==> config.mk <==
export PLATFORM = sky130hd
export DESIGN_NAME = mem_bus_arbiter
export DESIGN_NICKNAME = d
export VERILOG_FILES = /design/src/rtl/mem_bus_arbiter.sv
export SDC_FILE = /design/constraint.sdc
export NUM_CORES = 1
export LEC_CHECK = 0
export CELL_PAD_IN_SITES_DETAIL_PLACEMENT = 1
export CELL_PAD_IN_SITES_GLOBAL_PLACEMENT = 2
export CORE_MARGIN = 1
export CORE_UTILIZATION = 29
export DETAILED_ROUTE_END_ITERATION = 10
export PLACE_DENSITY_LB_ADDON = 0.2
export SLEW_MARGIN = 25
export SYNTH_ARGS = -nofsm -noshare
export SYNTH_HDL_FRONTEND = slang
export SYNTH_SLANG_ARGS = --single-unit
==> constraint.sdc <==
create_clock -name clk -period 1.9 [get_ports clk]
set_input_delay 0.285 -clock clk [delete_from_list [all_inputs] [get_ports clk]]
set_output_delay 0.285 -clock clk [all_outputs]
set_load 0.05 [all_outputs]
==> src/rtl/mem_bus_arbiter.sv <==
// Memory bus arbiter: grants the shared MAR/MDR/memory port to fetch (0), execute (1) or I/O (2)
// and runs the full MFC handshake. Define ARB_ROUND_ROBIN_EN for round-robin; default is fixed 1>0>2.
module mem_bus_arbiter #(
  parameter int TIMEOUT_CYCLES = 15,
  parameter int CNT_W          = 4
) (
  input  logic       clk,
  input  logic       rst,
  input  logic [2:0] req,
  input  logic [2:0] rw_req,
  input  logic       mfc,
  output logic [2:0] gnt,
  output logic       mar_in,
  output logic       mem_en,
  output logic       mem_rw,
  output logic       mdr_in,
  output logic [2:0] done,
  output logic       err,
  output logic [1:0] err_id,
  output logic       busy
);

  localparam logic [2:0] S_IDLE    = 3'd0;
  localparam logic [2:0] S_GRANT   = 3'd1;
  localparam logic [2:0] S_ACCESS  = 3'd2;
  localparam logic [2:0] S_RELEASE = 3'd3;
  localparam logic [2:0] S_DONE    = 3'd4;
  localparam logic [2:0] S_ERROR   = 3'd5;

  logic [2:0]       r_state, w_next;
  logic [1:0]       r_id, w_win_id, w_id;
  logic             r_rw, w_rw;
  logic [2:0]       w_id_oh;
  logic [CNT_W-1:0] r_cnt, w_cnt_inc;
  logic             w_cnt_hit;

  logic [2:0] r_gnt, r_done;
  logic       r_mar_in, r_mem_en, r_mem_rw, r_mdr_in, r_err, r_busy;
  logic [1:0] r_err_id;

`ifdef ARB_ROUND_ROBIN_EN
  logic [1:0] r_last, w_c0, w_c1, w_c2;

  function automatic logic [1:0] next_id(input logic [1:0] id);
    return (id >= 2'd2) ? 2'd0 : id + 2'd1;
  endfunction

  // Search starts just after the last granted id and wraps through all three.
  always_comb begin
    w_c0 = next_id(r_last);
    w_c1 = next_id(w_c0);
    w_c2 = next_id(w_c1);
    if (req[w_c0])      w_win_id = w_c0;
    else if (req[w_c1]) w_win_id = w_c1;
    else                w_win_id = w_c2;
  end

  always_ff @(posedge clk) begin
    if (rst)                           r_last <= 2'd2;
    else if (r_state == S_IDLE && |req) r_last <= w_win_id;
  end
`else
  always_comb begin
    w_win_id = req[1] ? 2'd1 : (req[0] ? 2'd0 : 2'd2);
  end
`endif

  // The winner is latched on the same edge that enters GRANT, so outputs decode from it directly.
  assign w_id      = (r_state == S_IDLE) ? w_win_id : r_id;
  assign w_rw      = (r_state == S_IDLE) ? rw_req[w_win_id] : r_rw;
  assign w_id_oh   = 3'b001 << w_id;
  assign w_cnt_inc = (&r_cnt) ? r_cnt : r_cnt + 1'b1;
  assign w_cnt_hit = (w_cnt_inc == CNT_W'(TIMEOUT_CYCLES));

  always_comb begin
    w_next = r_state;
    case (r_state)
      S_IDLE:    if (|req) w_next = S_GRANT;
      S_GRANT:   w_next = S_ACCESS;
      S_ACCESS: begin
        if (mfc)            w_next = S_RELEASE;
        else if (w_cnt_hit) w_next = S_ERROR;
      end
      S_RELEASE: begin
        if (!mfc)           w_next = S_DONE;
        else if (w_cnt_hit) w_next = S_ERROR;
      end
      S_DONE:    w_next = S_IDLE;
      S_ERROR:   w_next = S_IDLE;
      default:   w_next = S_IDLE;
    endcase
  end

  always_ff @(posedge clk) begin
    if (rst) begin
      r_state  <= S_IDLE;
      r_id     <= 2'd0;
      r_rw     <= 1'b0;
      r_cnt    <= '0;
      r_gnt    <= 3'b000;
      r_mar_in <= 1'b0;
      r_mem_en <= 1'b0;
      r_mem_rw <= 1'b0;
      r_mdr_in <= 1'b0;
      r_done   <= 3'b000;
      r_err    <= 1'b0;
      r_err_id <= 2'd0;
      r_busy   <= 1'b0;
    end else begin
      r_state <= w_next;
      if (r_state == S_IDLE && |req) begin
        r_id <= w_win_id;
        r_rw <= rw_req[w_win_id];
      end
      if (w_next != r_state)
        r_cnt <= '0;
      else if (r_state == S_ACCESS || r_state == S_RELEASE)
        r_cnt <= w_cnt_inc;

      r_gnt    <= (w_next inside {S_GRANT, S_ACCESS, S_RELEASE, S_DONE}) ? w_id_oh : 3'b000;
      r_mar_in <= (w_next == S_GRANT);
      r_mem_en <= (w_next == S_ACCESS);
      r_mem_rw <= (w_next == S_ACCESS) && w_rw;
      // MDR captures only on the ACCESS->RELEASE step, i.e. the first RELEASE cycle.
      r_mdr_in <= (w_next == S_RELEASE) && (r_state == S_ACCESS) && r_rw;
      r_done   <= (w_next == S_DONE) ? w_id_oh : 3'b000;
      r_err    <= (w_next == S_ERROR);
      if (w_next == S_ERROR) r_err_id <= r_id;
      r_busy   <= (w_next != S_IDLE);
    end
  end

  assign gnt    = r_gnt;
  assign mar_in = r_mar_in;
  assign mem_en = r_mem_en;
  assign mem_rw = r_mem_rw;
  assign mdr_in = r_mdr_in;
  assign done   = r_done;
  assign err    = r_err;
  assign err_id = r_err_id;
  assign busy   = r_busy;

endmodule
==> impl_results.md <==
- NumNets Final: between 150 and 200
- Hold Crit Class: reg -> reg
- Max Root-Sink Buffers: 2
- Initial cell density of the core: 0.313
- Seq/Total Area, Yosys: 0.446
- Critical path class: reg -> reg
- Final hold violations: 0
- Antenna cells: 0
- Tmin final: 1.76 ns
- Fin crit share: 0.928
- GRT overflow: 0
- Total iterations of the first detailed-routing run: 4
- Post-synth EDFFs: 0
- Critical Path RT: 2.06 ns
- Most frequent cell after synthesis: dfxtp_1
- Area post-placement: 1390 sq um
- IO Count: 23
- Hold_buf cts: 0
- DIE HEIGHT: 63.0 um
- Placement Setup Slack: -0.0424 ns
- Post-synthesis cell type count: 41
- Largest cells by area after synthesis: dfxtp_1 45%, mux2i_1 5.6%, nor2_1 4.5%
- Fmax: 567 MHz
- Hold path start: err_id[0]
- Avg Inst Size Synth: 9.29 sq um
- Critical Path End Type: flop
- Data arrival time of the critical path: roughly 1.9 ns
- Initial antenna violation count: 0
- CP max FO: 6
- Critical path origin: r_cnt[0]
- Syn nets: between 100 and 150
- Post-synth top cells: 24 x dfxtp_1, 13 x nor2_1, 8 x nor3_1, 6 x mux2i_1
- Setup crit start kind: flop
- H-tree depth: 1
- Setup TNS: 0 ns
- Synth top area share: 0.446
- Cells after Synth: ~120
- Via density: between 4 and 5
- CTS tree: done
- Rel. slew slack: 0.664
- Tot Pwr: ~1.5 mW
- Global-route wire length before repair: between 4000 and 5000 um
- Worst-path clk slew: ~0.090 ns
- Post-Layout Cell Count: just under 200
- Iter 0 DRT Violations: 16
- Asr flop ratio synth: 0
- Area Overhead vs Synth: 37.6%
- Worst skew pair latency: between 0.2 and 0.3 ns
- Leak: 0.539 nW
- Final setup violation count: 0
- Largest net degree at the start of global routing: 15
- FF+latch count, synth: 24
- Worst Tran Pin Value: about 0.5 ns
- Vias in the first global route: between 900 and 1000
- Post-route cell area: about 1500 sq um
- Horiz. Die Dim: ~63 um
- Routed vias: ~960
- Final GP Congestion: 0.755
- Final ANT Viol Nets: 0
- DP HPWL: 2110 um
- IO Port Bufs: 22
- Total clock sinks: 24
- Origin of the critical flop-to-flop path: r_cnt[0]
- Layout cell share with drive strength beyond 1: 0.163
- Core area: approximately 3400 sq um
- Maxcap violations: 0
- Top FF cell, synth: dfxtp_1
- YS warnings: 0
- Final WL: 2800 um
- DR WL/cell: about 15 um
- Fin. max-slew vios: 0
- RSZ-0062 raised after global routing: no
- Status: finished, final reports clean
- Root Buffer: clkbuf_8
- Hold slack: around 0.48 ns
- Netlist Area Pre-Place: around 1100 sq um
- TritonCTS buffer count: 3
- Post-synth top area cell: dfxtp_1
- Worst Skew: 0.00237 ns
- DRC Markers: 0
- Die area: just under 4000 sq um
- Cells after DPL: 187
- Power per cell area: 1040 nW/um^2
- Final worst slack: approximately 0.14 ns
- FILL cells: approximately 400
- Peak VDD IR: roughly 0.00033 V
- Gr usage total: 0.154
- # rows: 21
- Post-layout util: 0.431
[final cells by class]
cell class | count | area [sq um] | area share
clock inverters | 1 | 30.0 | 0.0203
inverters | 4 | 15.0 | 0.0101
clock buffers | 3 | 41.3 | 0.0278
flip-flops and latches | 24 | 480 | 0.324
multi-input cells | 83 | 563 | 0.380
repair buffers | 32 | 295 | 0.199
well taps | 46 | 57.6 | 0.0388
[cell usage in the layout, fill, tap and decap left out, types with 2 or more instances in the layout]
cell type        netlist  routed
nor3_1                 8       8
nor2_1                13      13
buf_4                  0      10
xor2_1                 2       2
dfxtp_1               24      24
clkdlybuf4s50_1        0      22
a31oi_1                3       3
nor2b_1                2       2
nor3b_1                2       2
clkbuf_8               0       3
nand2_1                5       5
nand3_1                2       2
nor4b_1                2       2
mux2i_1                6       6
o21ai_0                4       4
inv_1                  4       4
nand2b_1               5       5
a21oi_1                5       5
[routing by layer]
| metal | track usage | part of all wire | vias up | wire length [um] |
|---|---|---|---|---|
| met3 | 0.0420 | 0.035 | 4 | 98 |
| met4 | 0.0523 | 0.014 | 0 | 39 |
| met5 | 0 | 0 | - | 0 |
| met2 | 0.223 | 0.43 | 20 | 1220 |
| met1 | 0.217 | 0.52 | 460 | 1450 |
| li1 | - | - | 473 | - |
[what timing repair did]
item                       4_1_cts  5_1_grt
setup endpoints to repair        0        4
buffers inserted                 0        2
gates resized for setup          0        1
[path summary, 6_finish.rpt]
check	endpoint	depth (start not counted)	slack (ns)
hold / removal	err_id[0]	2	0.48
hold reg to reg	err_id[0]	2	0.48
setup reg to reg	gnt[1]	6	0.14
setup / recovery	gnt[1]	6	0.14
[worst max-delay path, cell delays in order (launching register included)]
cell,delay (ns)
dfxtp_1,0.43
ha_2,0.28
and4_1,0.25
a22oi_2,0.08
buf_4,0.17
o21ai_0,0.35
nor2_1,0.10
[registers in the layout, indices dropped and copies added (netlist names), 2 cells and up]
register	flops
r_state	3
done	3
err_id	2
gnt	3
r_id	2
r_cnt	4
[cell families (layout without fill, tap and decap cells)]
kind of cell	count (synthesis)	after routing	share of synthesized area
simple gates	51	51	0.275
flops	24	24	0.446
compound gates	21	21	0.144
buf+inv	9	40	0.0337
mux	6	6	0.0558
xor+xnor	3	3	0.0244
fa+ha+maj	2	2	0.0209
[power by group]
group	leakage, nW	switching [mW]	internal, mW	total, mW
clock network	0.0357	0.169	0.282	0.451
logic	0.307	0.290	0.192	0.481
registers	0.196	0.0495	0.554	0.604
total	0.539	0.509	1.03	1.54
Power figures use the tool's default switching activity.
